`src/rtl/qsic_dma_pkg.sv`:
```
// qsic_dma_pkg: shared state encoding and default sizing for the QBUS DMA arbiter.
package qsic_dma_pkg;

   // State encodings, kept as named constants so other blocks can decode them.
   localparam logic [2:0] ST_IDLE  = 3'd0;
   localparam logic [2:0] ST_XFER  = 3'd1;
   localparam logic [2:0] ST_GAP   = 3'd2;
   localparam logic [2:0] ST_YIELD = 3'd3;
   localparam logic [2:0] ST_DONE  = 3'd4;

   typedef enum logic [2:0] {
      IDLE  = ST_IDLE,
      XFER  = ST_XFER,
      GAP   = ST_GAP,
      YIELD = ST_YIELD,
      DONE  = ST_DONE
   } dma_state_e;

   // One QBUS word is two bytes; the byte address advances by this much per word.
   localparam int WORD_BYTES = 2;

   localparam int DEF_NREQ  = 4;
   localparam int DEF_AW    = 22;
   localparam int DEF_WCW   = 16;
   localparam int DEF_BURST = 8;

endpackage

```
`src/rtl/dma_arbiter_rr_pick.sv`:
```
// rr_pick: combinational round-robin finder. Searches req from ptr+1 upward,
// wrapping, skipping masked entries; returns one-hot winner, its index and a found flag.
module rr_pick #(
   parameter int NREQ = 4,
   parameter int IW   = $clog2(NREQ)
) (
   input  logic [NREQ-1:0] req_i,
   input  logic [NREQ-1:0] mask_i,
   input  logic [IW-1:0]   ptr_i,
   output logic [NREQ-1:0] onehot_o,
   output logic [IW-1:0]   idx_o,
   output logic            found_o
);

   int          cand_s;
   logic [IW-1:0] cand_idx_s;

   // Walk the rotated request vector and keep the first eligible requester.
   always_comb begin
      onehot_o   = {NREQ{1'b0}};
      idx_o      = {IW{1'b0}};
      found_o    = 1'b0;
      cand_s     = 0;
      cand_idx_s = {IW{1'b0}};
      for (int i = 1; i <= NREQ; i++) begin
         cand_s     = (int'(ptr_i) + i) % NREQ;
         cand_idx_s = IW'(cand_s);
         if (!found_o && req_i[cand_idx_s] && !mask_i[cand_idx_s]) begin
            found_o              = 1'b1;
            idx_o                = cand_idx_s;
            onehot_o[cand_idx_s] = 1'b1;
         end else begin
            found_o = found_o;
         end
      end
   end

endmodule

```
`src/rtl/dma_arbiter.sv`:
```
// dma_arbiter: shares the single QBUS bus-master engine among NREQ DMA requesters.
// Round-robin grant, one master word cycle at a time, address/count sequencing and
// completion/NXM reporting. Optional per-grant burst limit with resume tables is
// enabled by defining DMA_BURST_LIMIT_EN.
module dma_arbiter
   import qsic_dma_pkg::*;
#(
   parameter int NREQ  = DEF_NREQ,
   parameter int AW    = DEF_AW,
   parameter int WCW   = DEF_WCW,
   parameter int BURST = DEF_BURST
) (
   input  logic                clk,
   input  logic                reset_n,
   input  logic [NREQ-1:0]     req,
   input  logic [NREQ-1:0]     req_write,
   input  logic [NREQ*AW-1:0]  req_addr,
   input  logic [NREQ*WCW-1:0] req_count,
   output logic [NREQ-1:0]     grant,
   output logic [NREQ-1:0]     word_strobe,
   output logic [NREQ-1:0]     done,
   output logic [NREQ-1:0]     err,
   output logic [AW-1:0]       cur_addr,
   output logic                dma_read,
   output logic                dma_write,
   input  logic                mst_done,
   input  logic                mst_nxm
);

   localparam int IW = $clog2(NREQ);

   // Configurations outside the supported range stop elaboration.
   if (NREQ < 2 || NREQ > 8 || BURST < 1) begin : g_cfg_check
      $error("dma_arbiter: unsupported NREQ or BURST");
   end

   dma_state_e      state_q, state_d;
   logic [IW-1:0]   ptr_q, ptr_d;
   logic [IW-1:0]   owner_q, owner_d;
   logic [AW-1:0]   addr_q, addr_d;
   logic [WCW-1:0]  count_q, count_d;
   logic            write_q, write_d;
   logic [NREQ-1:0] grant_q, grant_d;
   logic [NREQ-1:0] word_strobe_q, word_strobe_d;
   logic [NREQ-1:0] done_q, done_d;
   logic [NREQ-1:0] err_q, err_d;
   logic [NREQ-1:0] mask_q, mask_d;
   logic            dma_read_q, dma_read_d;
   logic            dma_write_q, dma_write_d;

   logic [NREQ-1:0] pick_onehot_s;
   logic [IW-1:0]   pick_idx_s;
   logic            pick_found_s;
   logic [NREQ-1:0] owner_oh_s;
   logic [AW-1:0]   sel_addr_s;
   logic [WCW-1:0]  sel_count_s;
   logic [AW-1:0]   port_addr_s  [NREQ];
   logic [WCW-1:0]  port_count_s [NREQ];

`ifdef DMA_BURST_LIMIT_EN
   localparam int BW = $clog2(BURST + 1);
   logic [BW-1:0]   burst_q, burst_d;
   logic [AW-1:0]   addr_tab_q [NREQ];
   logic [AW-1:0]   addr_tab_d [NREQ];
   logic [WCW-1:0]  cnt_tab_q  [NREQ];
   logic [WCW-1:0]  cnt_tab_d  [NREQ];
   logic [NREQ-1:0] resume_q, resume_d;
`endif

   for (genvar g = 0; g < NREQ; g++) begin : g_port
      assign port_addr_s[g]  = req_addr[g*AW +: AW];
      assign port_count_s[g] = req_count[g*WCW +: WCW];
   end

   assign owner_oh_s = {{(NREQ-1){1'b0}}, 1'b1} << owner_q;

   rr_pick #(
      .NREQ (NREQ),
      .IW   (IW)
   ) u_rr_pick (
      .req_i    (req),
      .mask_i   (mask_q),
      .ptr_i    (ptr_q),
      .onehot_o (pick_onehot_s),
      .idx_o    (pick_idx_s),
      .found_o  (pick_found_s)
   );

   // Next-state and registered-output computation for the grant/transfer sequencer.
   always_comb begin
      state_d       = state_q;
      ptr_d         = ptr_q;
      owner_d       = owner_q;
      addr_d        = addr_q;
      count_d       = count_q;
      write_d       = write_q;
      grant_d       = grant_q;
      word_strobe_d = {NREQ{1'b0}};
      done_d        = {NREQ{1'b0}};
      err_d         = {NREQ{1'b0}};
      mask_d        = {NREQ{1'b0}};
      dma_read_d    = dma_read_q;
      dma_write_d   = dma_write_q;
      sel_addr_s    = port_addr_s[pick_idx_s];
      sel_count_s   = port_count_s[pick_idx_s];
`ifdef DMA_BURST_LIMIT_EN
      burst_d       = burst_q;
      addr_tab_d    = addr_tab_q;
      cnt_tab_d     = cnt_tab_q;
      resume_d      = resume_q;
      // A requester that yielded earlier continues from its saved position.
      if (resume_q[pick_idx_s]) begin
         sel_addr_s  = addr_tab_q[pick_idx_s];
         sel_count_s = cnt_tab_q[pick_idx_s];
      end else begin
         sel_addr_s  = port_addr_s[pick_idx_s];
         sel_count_s = port_count_s[pick_idx_s];
      end
`endif

      case (state_q)
         IDLE: begin
            if (pick_found_s) begin
               owner_d = pick_idx_s;
               ptr_d   = pick_idx_s;
               grant_d = pick_onehot_s;
               write_d = req_write[pick_idx_s];
               addr_d  = sel_addr_s;
               count_d = sel_count_s;
`ifdef DMA_BURST_LIMIT_EN
               burst_d = {BW{1'b0}};
`endif
               if (sel_count_s == {WCW{1'b0}}) begin
                  // Zero-length block: pass through GAP (no bus cycle) so the
                  // requester sees its grant for a cycle before done.
                  state_d     = GAP;
                  dma_read_d  = 1'b0;
                  dma_write_d = 1'b0;
               end else begin
                  state_d     = XFER;
                  dma_write_d = req_write[pick_idx_s];
                  dma_read_d  = !req_write[pick_idx_s];
               end
            end else begin
               state_d = IDLE;
            end
         end

         XFER: begin
            if (mst_done) begin
               word_strobe_d = owner_oh_s;
               dma_read_d    = 1'b0;
               dma_write_d   = 1'b0;
               if (mst_nxm) begin
                  // Timed-out cycle ends the block; address and count stay put.
                  state_d = DONE;
                  done_d  = owner_oh_s;
                  err_d   = owner_oh_s;
               end else begin
                  addr_d  = addr_q + AW'(WORD_BYTES);
                  count_d = count_q - {{(WCW-1){1'b0}}, 1'b1};
`ifdef DMA_BURST_LIMIT_EN
                  burst_d = burst_q + {{(BW-1){1'b0}}, 1'b1};
                  if (count_q == {{(WCW-1){1'b0}}, 1'b1}) begin
                     state_d = DONE;
                     done_d  = owner_oh_s;
                  end else if (burst_q == BW'(BURST - 1)) begin
                     state_d = YIELD;
                  end else begin
                     state_d = GAP;
                  end
`else
                  if (count_q == {{(WCW-1){1'b0}}, 1'b1}) begin
                     state_d = DONE;
                     done_d  = owner_oh_s;
                  end else begin
                     state_d = GAP;
                  end
`endif
               end
            end else begin
               state_d = XFER;
            end
         end

         GAP: begin
            if (count_q == {WCW{1'b0}}) begin
               state_d = DONE;
               done_d  = owner_oh_s;
            end else begin
               state_d     = XFER;
               dma_write_d = write_q;
               dma_read_d  = !write_q;
            end
         end

`ifdef DMA_BURST_LIMIT_EN
         YIELD: begin
            addr_tab_d[owner_q] = addr_q;
            cnt_tab_d[owner_q]  = count_q;
            resume_d[owner_q]   = 1'b1;
            grant_d             = {NREQ{1'b0}};
            state_d             = IDLE;
         end
`endif

         DONE: begin
            grant_d = {NREQ{1'b0}};
            mask_d  = owner_oh_s;
`ifdef DMA_BURST_LIMIT_EN
            resume_d[owner_q] = 1'b0;
`endif
            state_d = IDLE;
         end

         default: begin
            state_d     = IDLE;
            grant_d     = {NREQ{1'b0}};
            dma_read_d  = 1'b0;
            dma_write_d = 1'b0;
         end
      endcase
   end

   // Sequencer state and output registers with synchronous active-low reset.
   always_ff @(posedge clk) begin
      if (!reset_n) begin
         state_q       <= IDLE;
         ptr_q         <= IW'(NREQ - 1);
         owner_q       <= {IW{1'b0}};
         addr_q        <= {AW{1'b0}};
         count_q       <= {WCW{1'b0}};
         write_q       <= 1'b0;
         grant_q       <= {NREQ{1'b0}};
         word_strobe_q <= {NREQ{1'b0}};
         done_q        <= {NREQ{1'b0}};
         err_q         <= {NREQ{1'b0}};
         mask_q        <= {NREQ{1'b0}};
         dma_read_q    <= 1'b0;
         dma_write_q   <= 1'b0;
      end else begin
         state_q       <= state_d;
         ptr_q         <= ptr_d;
         owner_q       <= owner_d;
         addr_q        <= addr_d;
         count_q       <= count_d;
         write_q       <= write_d;
         grant_q       <= grant_d;
         word_strobe_q <= word_strobe_d;
         done_q        <= done_d;
         err_q         <= err_d;
         mask_q        <= mask_d;
         dma_read_q    <= dma_read_d;
         dma_write_q   <= dma_write_d;
      end
   end

`ifdef DMA_BURST_LIMIT_EN
   // Resume tables and per-grant word counter.
   always_ff @(posedge clk) begin
      if (!reset_n) begin
         burst_q  <= {BW{1'b0}};
         resume_q <= {NREQ{1'b0}};
         for (int i = 0; i < NREQ; i++) begin
            addr_tab_q[i] <= {AW{1'b0}};
            cnt_tab_q[i]  <= {WCW{1'b0}};
         end
      end else begin
         burst_q    <= burst_d;
         resume_q   <= resume_d;
         addr_tab_q <= addr_tab_d;
         cnt_tab_q  <= cnt_tab_d;
      end
   end
`endif

   assign grant       = grant_q;
   assign word_strobe = word_strobe_q;
   assign done        = done_q;
   assign err         = err_q;
   assign cur_addr    = addr_q;
   assign dma_read    = dma_read_q;
   assign dma_write   = dma_write_q;

endmodule
```
`config.mk`:
```
export PLATFORM = sky130hd
export DESIGN_NAME = dma_arbiter
export DESIGN_NICKNAME = d
export VERILOG_FILES = /design/src/rtl/qsic_dma_pkg.sv /design/src/rtl/dma_arbiter_rr_pick.sv /design/src/rtl/dma_arbiter.sv
export SDC_FILE = /design/constraint.sdc
export NUM_CORES = 1
export LEC_CHECK = 0
export ABC_CLOCK_PERIOD_IN_PS = 3900
export CAP_MARGIN = 40
export CORE_MARGIN = 3
export CORE_UTILIZATION = 44
export DETAILED_ROUTE_END_ITERATION = 8
export GPL_ROUTABILITY_DRIVEN = 0
export PLACE_DENSITY = 0.78
export SLEW_MARGIN = 20
export SYNTH_ARGS = -nofsm -noshare
export SYNTH_HDL_FRONTEND = slang
export SYNTH_SLANG_ARGS = --single-unit
```
`constraint.sdc`:
```
create_clock -name clk -period 3.9 [get_ports clk]
set_clock_uncertainty 0.1 [all_clocks]
set_input_delay 0.78 -clock clk [delete_from_list [all_inputs] [get_ports clk]]
set_output_delay 0.78 -clock clk [all_outputs]
set_load 0.1 [all_outputs]
```
; ---- Word-level counts from Yosys, hierarchy flattened
; Index checks and enable logic that the tools add are counted.
[totals]
register_bits = 68
in_bits = 164
output_inout_bits = 40
elab_cells = 151
[classes]
add_sub_neg = 6
n_lt_le_gt_ge = 10
n_eq_ne = 8
shift = 1
muxes = 75
bitwise = 6
n_reduce_logical = 32
[ops]
columns = operator, count
row1 = 22-bit 2-to-1 mux, 5
row2 = 16-bit 2-to-1 mux, 5
row3 = 22-bit binary-select mux with 2-bit select, 1
row4 = 22-bit case mux with 2 select lines, 1
row5 = 4-bit 2-to-1 mux, 9
row6 = 16-bit binary-select mux with 2-bit select, 1
row7 = 16-bit zero test, 2
row8 = 16-bit case mux with 2 select lines, 1
row9 = 1-bit 2-to-1 mux, 24
row10 = 22-bit by 2-bit adder with 22-bit output (second input constant), 1
row11 = 1-bit binary-select mux with 2-bit select, 9
row12 = 16-bit by 1-bit equality test with 1-bit output (second input constant), 1
row13 = 4-bit case mux with 2 select lines, 2
row14 = 16-bit by 1-bit subtractor with 16-bit output (second input constant), 1
row15 = 2-bit by 3-bit less-than comparator with 1-bit output (second input constant), 5
row16 = 3-bit 2-to-1 mux, 5
row17 = 4-bit bitwise OR, 3
row18 = 4-bit AND reduction, 3
row19 = 1-bit logical AND, 11
row20 = 2-bit 2-to-1 mux, 5
row21 = 1-bit zero test, 9
row22 = 3-bit case mux with 3 select lines, 1
row23 = 1-bit demux with 2-bit select, 4
row24 = 2-bit by 1-bit >= comparator with 1-bit output (second input constant), 4
row25 = 16 further kinds, 25

; ---- Longest topological paths before layout
; Gate-level depths: netlist of the first run.
[logic_depth]
word_depth = 26
ltp_mapped = 14
ltp_nobuf = 10

; ---- Hierarchy
; A second synthesis of the first run with hierarchy kept.
[unflattened]
cells_unflattened = 555
area_unflattened_um2 = 4968.5
[by_module_without_submodules]
columns = mod, n_inst, cells_per_inst, area_each_um2, seq_area_each_um2
row1 = dma_arbiter, 1, 493, 4421.7, 1361.3
row2 = rr_pick, 1, 62, 546.8, 0.0

; ---- Worst setup path before layout of the first run
; No wires, ideal clock.
[synth_timing]
kind = input-to-reg
start = in req[3]
end = reg count_q[10]
setup_ps = 117
t_arrival_ps = 2859
t_required_ps = 3683
setup_slack_ps = 824
stages = 9
n_path_buf = 3
cell_sequence = nor2b_1 > or3_1 > a2111oi_0 > o32a_2 > buf_6 > buf_8 > buf_6 > mux4_2 > a22o_1
[synth_via]
elab_chain_cells = 22
word_cells_on_any_way = 34
classes_between = eq/ne (1) / mux (21) / bitwise (1) / reduce/logical (11)
[synth_rtl]
columns = element, line_no
row1 = start: declaration, dma_arbiter.sv:15  ; input logic [NREQ-1:0] req,
row2 = 1-bit binary-select mux with 2-bit select, dma_arbiter_rr_pick.sv:28  ; if (!found_o && req_i[cand_idx_s] && !mask_i[cand_idx_s]) begin
row3 = 1-bit 2-to-1 mux (not written as such), dma_arbiter_rr_pick.sv:28
row4 = 1-bit logical AND, dma_arbiter_rr_pick.sv:28
row5 = 1-bit 2-to-1 mux, dma_arbiter_rr_pick.sv:28
row6 = 1-bit zero test, dma_arbiter_rr_pick.sv:28
row7 = 1-bit logical AND (2 in series), dma_arbiter_rr_pick.sv:28
row8 = 1-bit 2-to-1 mux, dma_arbiter_rr_pick.sv:28
row9 = 1-bit zero test, dma_arbiter_rr_pick.sv:28
row10 = [... 3 more ...], n/a
row11 = 1-bit zero test, dma_arbiter_rr_pick.sv:28
row12 = 1-bit logical AND (2 in series), dma_arbiter_rr_pick.sv:28
row13 = 2-bit 2-to-1 mux, dma_arbiter_rr_pick.sv:28
row14 = 2-bit inverter with 3-bit output (not written as such), dma_arbiter.sv:105  ; sel_count_s = port_count_s[pick_idx_s];
row15 = 16-bit binary-select mux with 2-bit select, dma_arbiter.sv:105
row16 = 16-bit 2-to-1 mux (not written as such) (2 in series), dma_arbiter.sv:105
row17 = 16-bit 2-to-1 mux, dma_arbiter.sv:123  ; if (pick_found_s) begin
row18 = 16-bit case mux with 2 select lines, dma_arbiter.sv:121  ; case (state_q)
row19 = end signal: assignment, dma_arbiter.sv:232  ; count_q <= {WCW{1'b0}};
row20 = end signal: assignment, dma_arbiter.sv:246  ; count_q <= count_d;
row21 = end: declaration, dma_arbiter.sv:41  ; logic [WCW-1:0] count_q, count_d;
; Parallel ways exist; a longest one is shown, timed or not. The select of a mux whose other input is x is not followed.
; A chain may end at the register's enable or synchronous reset.

; ---- Worst setup path after layout of the first run
[layout_timing]
start = in req[3]
end = reg state_q[0]
[layout_via]
elab_chain_cells = 24
word_cells_on_any_way = 34
classes_between = mux (22) / bitwise (1) / reduce/logical (11)
[layout_rtl]
columns = element, line_no
row1 = 1-bit binary-select mux with 2-bit select, dma_arbiter_rr_pick.sv:28
row2 = 1-bit 2-to-1 mux (not written as such), dma_arbiter_rr_pick.sv:28
row3 = 1-bit logical AND, dma_arbiter_rr_pick.sv:28
row4 = 1-bit 2-to-1 mux, dma_arbiter_rr_pick.sv:28
row5 = 1-bit zero test, dma_arbiter_rr_pick.sv:28
row6 = 1-bit logical AND (2 in series), dma_arbiter_rr_pick.sv:28
row7 = 1-bit 2-to-1 mux, dma_arbiter_rr_pick.sv:28
row8 = 1-bit zero test, dma_arbiter_rr_pick.sv:28
row9 = [... 6 more ...], n/a
row10 = 2-bit 2-to-1 mux, dma_arbiter_rr_pick.sv:28
row11 = 2-bit inverter with 3-bit output (not written as such), dma_arbiter.sv:105
row12 = 16-bit binary-select mux with 2-bit select, dma_arbiter.sv:105
row13 = 16-bit 2-to-1 mux (not written as such) (2 in series), dma_arbiter.sv:105
row14 = 16-bit zero test, dma_arbiter.sv:133  ; if (sel_count_s == {WCW{1'b0}}) begin
row15 = 2-bit 2-to-1 mux, dma_arbiter.sv:133
row16 = 3-bit 2-to-1 mux (*), dma_arbiter.sv:123
row17 = 3-bit case mux with 3 select lines (*), dma_arbiter.sv:121
row18 = end signal: assignment, dma_arbiter.sv:242  ; state_q <= state_d;
row19 = end: declaration, dma_arbiter.sv:37  ; dma_state_e state_q, state_d;
; Mark *: on every way between the ends. The rest lies on a longest branch, timed or not. The select of a mux whose other input is x is not followed.

==> flow_summary.json, run 1 <==
{
  "power_frac_seq_pct": 20.1,
  "grt_overflow": 0,
  "internal_power_mw": 2.98,
  "crit_type": "in -> reg",
  "post-route-min-period_ns": 3.64,
  "grt_pass1_vias": 6248,
  "hold_viol": 0,
  "die_w_um": 113,
  "placementRows": 38,
  "status": "finished, final reports clean",
  "max_slew_margin_pct": 44.3,
  "power.leakage_nw": 3.17,
  "synth_edf_count": 0,
  "synth_top_area_share_pct": 26.8,
  "period_share_pct": 93.2,
  "initial_core_util_pct": 46.0,
  "reg2reg_slack_ns": 0.27,
  "gr-usage-met2_pct": 51.6,
  "numCtsBuffers": 9,
  "use_met3_pct": 6.95,
  "p_comb_share_pct": 66.1,
  "worstReg2RegEnd": "cur_addr[8]",
  "drv_slew": 0,
  "wl_mm": 19.7,
  "grt_use_met1_pct": 37.0,
  "layout_common_cells": "clkdlybuf4s50_1, nand2_1, dfxtp_1",
  "critPathLaunchType": "input port",
  "finalNonFillerCells": 1040,
  "reg2reg_depth": 11,
  "worstMarginPinSlew_ns": 0.833,
  "dieArea_um2": 12900,
  "worstPathMaxFanout": 37,
  "postRouteAntennaNets": 0,
  "cts_tree": "yes",
  "placed_cells": 1022,
  "io_pins": 204,
  "reg2reg_from": "ptr_q[0]",
  "ys_seq_area_share_pct": 26.8,
  "postSynthAreaPerCell_um2": 7.54,
  "crit_required_ns": 4.02,
  "synth_top_cell_by_area": "dfxtp_1",
  "antenna_cells": 0,
  "grt_start_max_net_pins": 51,
  "setup_viol": 0,
  "netlist_area_um2": 5070,
  "dp_slack_ns": -0.0164,
  "cp-end-kind": "flop",
  "power_mw": 5.96,
  "firstDrtPassIters": 5,
  "postSynthCellCount": 673,
  "grt_pass1_wl_mm": 31.4,
  "clkTransAtPathRegs_ns": 0.06,
  "synth_cell_types": 70,
  "busiest_layer": "met2",
  "final_common_cell": "clkdlybuf4s50_1",
  "cp-startpoint": "req[3]",
  "cts-root-buf": "clkbuf_16",
  "cts.repair.resized": 0,
  "die_height_um": 113,
  "dpl_cell_area_um2": 7810,
  "clockBufferDepth": 2,
  "critPathSlowestCell": "a2111oi_0",
  "port-buffer-count": 203,
  "max_stage_delay_ns": 0.56,
  "p_per_area_nw_per_um2": 733,
  "routedWlPerCell_um": 18.9,
  "synth_flop_cell": "dfxtp_1",
  "drc_errors": 0,
  "area_growth_pct": 60.4,
  "fmax_mhz": 275,
  "syn_nets": 848,
  "power.switching_mw": 2.98,
  "drt-initial-drc-count": 1104,
  "crit_chain": "clkdlybuf4s50_1, nor2b_1, or3_1, a2111oi_0, o32a_2, buf_12, mux2i_1, mux2_4, nor2_2, o311a_1",
  "core_um2": 11000,
  "rsz0062_at_grt": "false",
  "p_clk_share_pct": 13.8,
  "hp-class": "reg -> reg",
  "nNetsFinal": 1070,
  "maxCapViolations": 0,
  "cts_hold_buffers": 0,
  "swShare_pct": 50.0,
  "synth_area_leaders": "dfxtp_1, nand2_1, mux4_2",
  "drive_above_1_share_pct": 11.4,
  "clk_latency_ns": 0.34,
  "ys_warn_count": 0,
  "setup_slack_ns": 0.264,
  "synth-async-reset-ratio_pct": 0,
  "synth_seq_cells": 68,
  "grtUsageTotal_pct": 30.2,
  "postCtsSetupBuffers": 0,
  "worstPathArrival_ns": 3.76,
  "vdd_ir_drop_max_mv": 0.513,
  "dp_hpwl_mm": 15.4,
  "via_per_inst": 6.06,
  "crit_end": "state_q[0]",
  "antenna_found_initial": 0,
  "cts_sinks": 68,
  "design_area_um2": 8140,
  "via_count": 6306,
  "cts_max_level": 3
}
-- synthesized netlist by cell type (3+ instances only) --
cell type and instances:
nand2_1 130, dfxtp_1 68, o21ai_0 51, nor2_1 45
nand3_1 42, clkbuf_1 32, nor4_1 28, mux2i_1 21
nor3_1 20, a21oi_1 18, mux4_2 16, a31oi_1 14
nand4_1 14, ha_1 11, inv_1 10, and2_1 9
a22o_1 8, and3_1 8, buf_2 8, nand2b_1 8
nor2b_1 8, a21boi_0 7, o21ai_1 7, o221ai_1 6
a21o_1 4, a222oi_1 4, buf_6 4, nor4b_1 4
o211ai_1 4, a211oi_1 3, a22oi_1 3, a41oi_1 3
buf_4 3, o31a_1 3, o31ai_1 3
-- worst min-delay path by stage --
stage	start	end	slack [ns]	depth (start not counted)
2_1_floorplan	write_q	write_q	0.35	2
3_3_place_gp	grant[3]	grant[3]	0.35	2
3_5_place_dp	grant[2]	grant[2]	0.36	2
4_1_cts	grant[2]	grant[2]	0.36	2
5_1_grt	grant[2]	grant[2]	0.39	2
6_report	cur_addr[0]	cur_addr[0]	0.36	2
-- power by group through the flow --
| stage | Combinational [mW] | Clock, mW | Sequential, mW |
|---|---|---|---|
| 4_1_cts | 3.88 | 0.828 | 1.18 |
| 3_3_place_gp | 3.38 | 0 | 1.19 |
| 5_1_grt | 4.18 | 0.861 | 1.24 |
| 2_1_floorplan | 1.76 | 0 | 1.96 |
| 6_report | 3.94 | 0.822 | 1.20 |
| 3_5_place_dp | 3.87 | 0 | 1.20 |
-- per-stage QoR --
step / util (%) / TNS [ns] / hold slack [ns]
floorplan: - / 0 / 0.352
global placement: 65.0 / 0 / 0.353
detailed placement: 70.8 / -0.0164 / 0.356
CTS: 73.5 / 0 / 0.364
global route: 73.8 / 0 / 0.385
finish: 73.8 / 0 / 0.363
-- metal layers --
metal / share of wire (%) / up-vias
met5: 0 / -
met4: 3.3 / 0
met1: 39 / 2919
li1: - / 2950
met2: 49 / 377
met3: 9.0 / 60
-- flip-flops by register name (all words and copies together) (netlist names) --
register / cells
mask_q: 4
count_q: 16
word_strobe: 4
grant: 4
state_q: 3
err: 4
write_q: 1
dma_write: 1
owner_q: 2
ptr_q: 2
cur_addr: 22
dma_read: 1
done: 4
-- critical path, delay by kind of cell --
family	cells	cell delay [ns]
buf+inv	2	0.64
simple gates	3	0.63
mux	2	0.48
compound gates	3	1.19
-- cells by family (layout without fill, tap and decap cells) --
logic type	count (synthesis)	in the layout	synth area share (%)
and+or+nand+nor	334	334	31.8
AOI/OAI and AO/OA	161	161	21.2
DFF	68	68	26.8
buffers and inverters	60	287	5.67
muxes	39	39	11.8
adders and majority gates	11	11	2.71
-- cell type report --
cell class / instances / area [um2]
multi-input combinational: 545 / 3430
tap: 140 / 175
timing repair buffer: 261 / 2840
fill: 795 / 2890
sequential: 68 / 1360
inverter: 10 / 37.5
clock inverter: 7 / 75.1
clock buffer: 9 / 225
No activity file was read; power rests on OpenSTA's default activity.
==> run 2: changes to the inputs <==
--- a/config.mk
+++ b/config.mk
@@ -10,7 +10,6 @@
 export CORE_MARGIN = 3
 export CORE_UTILIZATION = 44
 export DETAILED_ROUTE_END_ITERATION = 8
-export GPL_ROUTABILITY_DRIVEN = 0
 export PLACE_DENSITY = 0.78
 export SLEW_MARGIN = 20
 export SYNTH_ARGS = -nofsm -noshare
==> flow_summary.json, run 2 (synthesized netlist as in run 1, its figures left out) <==
{
  "cts_hold_buffers": 0,
  "grtUsageTotal_pct": 33.9,
  "grt_overflow": 0,
  "clockBufferDepth": 2,
  "grt_pass1_vias": 6516,
  "initial_core_util_pct": 46.0,
  "drive_above_1_share_pct": 11.8,
  "dp_hpwl_mm": 17.5,
  "port-buffer-count": 203,
  "critPathLaunchType": "flop",
  "layout_common_cells": "clkdlybuf4s50_1, nand2_1, dfxtp_1",
  "antenna_found_initial": 0,
  "die_height_um": 113,
  "place.gp.congestion": 0.984,
  "largest_reg_flops": 22,
  "antenna_cells": 0,
  "grt_pass1_wl_mm": 34.6,
  "drv_slew": 0,
  "worstMarginPinSlew_ns": 0.774,
  "crit_required_ns": 4.01,
  "power.leakage_nw": 3.25,
  "final_core_util_pct": 75.5,
  "via_count": 6473,
  "p_per_area_nw_per_um2": 733,
  "die_w_um": 113,
  "final_common_cell": "clkdlybuf4s50_1",
  "nNetsFinal": 1074,
  "crit_type": "reg -> reg",
  "fmax_mhz": 275,
  "clkTransAtPathRegs_ns": 0.06,
  "cp-startpoint": "ptr_q[0]",
  "max_slew_margin_pct": 47.9,
  "area_growth_pct": 64.2,
  "clk_latency_ns": 0.33,
  "postRouteAntennaNets": 0,
  "reg2reg_slack_ns": 0.26,
  "cts_max_level": 3,
  "placementRows": 38,
  "numCtsBuffers": 9,
  "hold_viol": 0,
  "period_share_pct": 93.3,
  "fillers": 742,
  "io_pins": 204,
  "worstReg2RegEnd": "cur_addr[13]",
  "worstPathMaxFanout": 29,
  "firstDrtPassIters": 7,
  "cts-root-buf": "clkbuf_16",
  "maxCapViolations": 0,
  "crit_end": "cur_addr[13]",
  "core_um2": 11000,
  "cp-end-kind": "flop",
  "setup_viol": 0,
  "reg2reg_depth": 8,
  "via_per_inst": 6.20,
  "grt_start_max_net_pins": 51,
  "rsz0062_at_grt": "false",
  "status": "finished, final reports clean",
  "drc_errors": 0,
  "post-route-min-period_ns": 3.64,
  "dp_slack_ns": -0.0473,
  "drt-initial-drc-count": 779,
  "reg2reg_from": "ptr_q[0]",
  "cts_sinks": 68,
  "hp-class": "reg -> reg",
  "cts_tree": "yes",
  "setup_slack_ns": 0.261,
  "dieArea_um2": 12900,
  "routedWlPerCell_um": 21.2,
  "wl_mm": 22.1,
  "worstPathArrival_ns": 3.75,
  "vdd_ir_drop_max_mv": 0.471
}
==> run 2: metrics by stage <==
stage / std cells / power, mW / instance area [um2] / hold slack (ns) / TNS (ns)
3_5_place_dp: 1026 / 5.18 / 7990 / 0.357 / -0.0516
4_1_cts: 1042 / 6.04 / 8300 / 0.367 / 0
5_1_grt: 1044 / 6.42 / 8330 / 0.415 / 0
2_1_floorplan: 673 / 3.72 / 5070 / 0.352 / 0
6_report: 1044 / 6.11 / 8330 / 0.363 / 0
3_3_place_gp: 986 / 4.63 / 7200 / 0.350 / 0
==> run 2: cell type report <==
type,count,area (um2),area share (%)
Timing Repair Buffer,265,3020,36.2
Clock inverter,6,70.1,0.841
Clock buffer,10,239,2.87
Tap cell,140,175,2.10
Multi-Input combinational cell,545,3430,41.2
Inverter,10,37.5,0.451
Sequential cell,68,1360,16.3
==> run 2: power breakdown <==
part           switching [mW]  internal, mW  total, mW
clock                   0.328         0.518      0.846
sequential              0.293         0.916       1.21
combinational            2.43          1.62       4.05
==> run 2: how the worst min path moves through the flow <==
stage                      from           to  cells after the start
detailed placement  cur_addr[0]  cur_addr[0]                      2
global placement    cur_addr[0]  cur_addr[0]                      2
CTS                 cur_addr[0]  cur_addr[0]                      2
finish              cur_addr[0]  cur_addr[0]                      2
floorplan               write_q      write_q                      2
global route           grant[3]     grant[3]                      2
==> run 2: per-layer routing <==
| metal | vias up | track usage [%] | share of wire (%) |
|---|---|---|---|
| met5 | - | 0 | 0 |
| met4 | 0 | 10.8 | 3.6 |
| met3 | 73 | 5.78 | 9.0 |
| met2 | 446 | 58.5 | 49 |
| met1 | 2998 | 43.1 | 39 |
| li1 | 2956 | - | - |
==> run 2: worst max-delay path, cell delays in order, from the launching register on <==
cell,delay (ns)
dfxtp_1,0.65
inv_1,0.32
ha_1,0.49
inv_1,0.09
a31oi_1,0.27
o21a_2,0.46
buf_12,0.25
mux4_2,0.54
a221o_1,0.32
==> run 2: what timing repair did <==
item	in CTS	in global routing
setup buffers	0	0
resized for setup	0	1
setup endpoints to repair	0	1
==> run 3: changes to the inputs <==
--- a/config.mk
+++ b/config.mk
@@ -11,7 +11,7 @@
 export CORE_UTILIZATION = 44
 export DETAILED_ROUTE_END_ITERATION = 8
 export PLACE_DENSITY = 0.78
-export SLEW_MARGIN = 20
+export SLEW_MARGIN = 10
 export SYNTH_ARGS = -nofsm -noshare
 export SYNTH_HDL_FRONTEND = slang
 export SYNTH_SLANG_ARGS = --single-unit
==> flow_summary.json, run 3 (synthesized netlist as in run 1, its figures left out) <==
{
  "clk_latency_ns": 0.33,
  "placementRows": 38,
  "grtUsageTotal_pct": 33.9,
  "drv_slew": 0,
  "postRouteAntennaNets": 0,
  "status": "finished, final reports clean",
  "cp-end-kind": "flop",
  "antenna_cells": 0,
  "setup_viol": 0,
  "cts_sinks": 68,
  "port-buffer-count": 203,
  "final_common_cell": "clkdlybuf4s50_1",
  "die_height_um": 113,
  "nNetsFinal": 1072,
  "drt-initial-drc-count": 925,
  "worstPathMaxFanout": 29,
  "hp-class": "reg -> reg",
  "max_slew_margin_pct": 38.0,
  "drc_errors": 0,
  "die_w_um": 113,
  "critPathLaunchType": "flop",
  "worstMarginPinSlew_ns": 0.926,
  "placed_cells": 1026,
  "whs_ns": 0.367,
  "grt_start_max_net_pins": 51,
  "crit_type": "reg -> reg",
  "final_core_util_pct": 75.3,
  "cts_tree": "yes",
  "dieArea_um2": 12900,
  "initial_core_util_pct": 46.0,
  "io_pins": 204,
  "fmax_mhz": 274,
  "place.gp.congestion": 0.984,
  "finalNonFillerCells": 1042,
  "routedWlPerCell_um": 21.1,
  "antenna_found_initial": 0,
  "layout_common_cells": "clkdlybuf4s50_1, nand2_1, dfxtp_1",
  "cts_max_level": 3,
  "dp_hpwl_mm": 17.5,
  "power.leakage_nw": 3.23,
  "rsz0062_at_grt": "false",
  "vdd_ir_drop_max_mv": 0.471,
  "hold_depth": 2,
  "via_per_inst": 6.22,
  "clockBufferDepth": 2,
  "cts_hold_buffers": 0,
  "clkTransAtPathRegs_ns": 0.06,
  "area_growth_pct": 63.7,
  "p_per_area_nw_per_um2": 733,
  "worstPathArrival_ns": 3.77,
  "reg2reg_depth": 8,
  "grt_pass1_vias": 6516,
  "core_um2": 11000,
  "maxCapViolations": 0,
  "period_share_pct": 93.7,
  "drive_above_1_share_pct": 11.6,
  "reg2reg_slack_ns": 0.25,
  "cts-root-buf": "clkbuf_16",
  "crit_required_ns": 4.01,
  "via_count": 6478,
  "wl_mm": 22.0,
  "hold_viol": 0,
  "grt_overflow": 0,
  "numCtsBuffers": 9,
  "largest_reg_flops": 22,
  "firstDrtPassIters": 5,
  "grt_pass1_wl_mm": 34.6,
  "post-route-min-period_ns": 3.65
}
## run 3: what timing repair did
action | in CTS | in global routing
gates resized for setup | 0 | 1
buffers inserted | 0 | 0
endpoints found under the setup margin | 0 | 1
## run 3: per-layer routing
metal | global-route usage [%] | vias to the layer above | routed length [um]
met2 | 58.5 | 430 | 10800
met4 | 10.8 | 0 | 701
met1 | 43.1 | 3038 | 8670
li1 | - | 2947 | -
met5 | 0 | - | 0
met3 | 5.78 | 63 | 1890
## run 3: final cells by class
type                       count  area, um2
fill                         748       2730
tap                          140        175
multi-input combinational    545       3430
timing repair buffer         263       2990
inverter                      10       37.5
clock buffer                  10        239
sequential                    68       1360
clock inverter                 6       70.1
## run 3: worst paths after layout
check         startpoint            to
max reg2reg     ptr_q[0]  cur_addr[13]
min          cur_addr[0]   cur_addr[0]
max             ptr_q[0]  cur_addr[13]
min reg2reg  cur_addr[0]   cur_addr[0]
## run 3: worst max-delay path, cell delays in order (launching register included)
cell and delay [ns]:
dfxtp_1 0.65, inv_1 0.32, ha_1 0.49, inv_1 0.09
a31oi_1 0.29, o21a_2 0.47, buf_12 0.25, mux4_2 0.54
a221o_1 0.32
## run 3: report_power, final
group | leakage, nW | total [mW] | internal (mW) | switching (mW)
combinational | 2.52 | 4.02 | 1.61 | 2.42
clock | 0.153 | 0.852 | 0.518 | 0.334
sequential | 0.558 | 1.21 | 0.916 | 0.294
total | 3.23 | 6.09 | 3.04 | 3.04
## run 3: through the flow
step / area (um2) / setup slack, ns / setup TNS, ns / total power, mW
floorplan: 5070 / 0.824 / 0 / 3.72
global placement: 7200 / 0.156 / 0 / 4.63
detailed placement: 7990 / -0.0473 / -0.0516 / 5.18
CTS: 8300 / 0.291 / 0 / 6.04
global route: 8300 / 0.122 / 0 / 6.40
finish: 8300 / 0.245 / 0 / 6.09
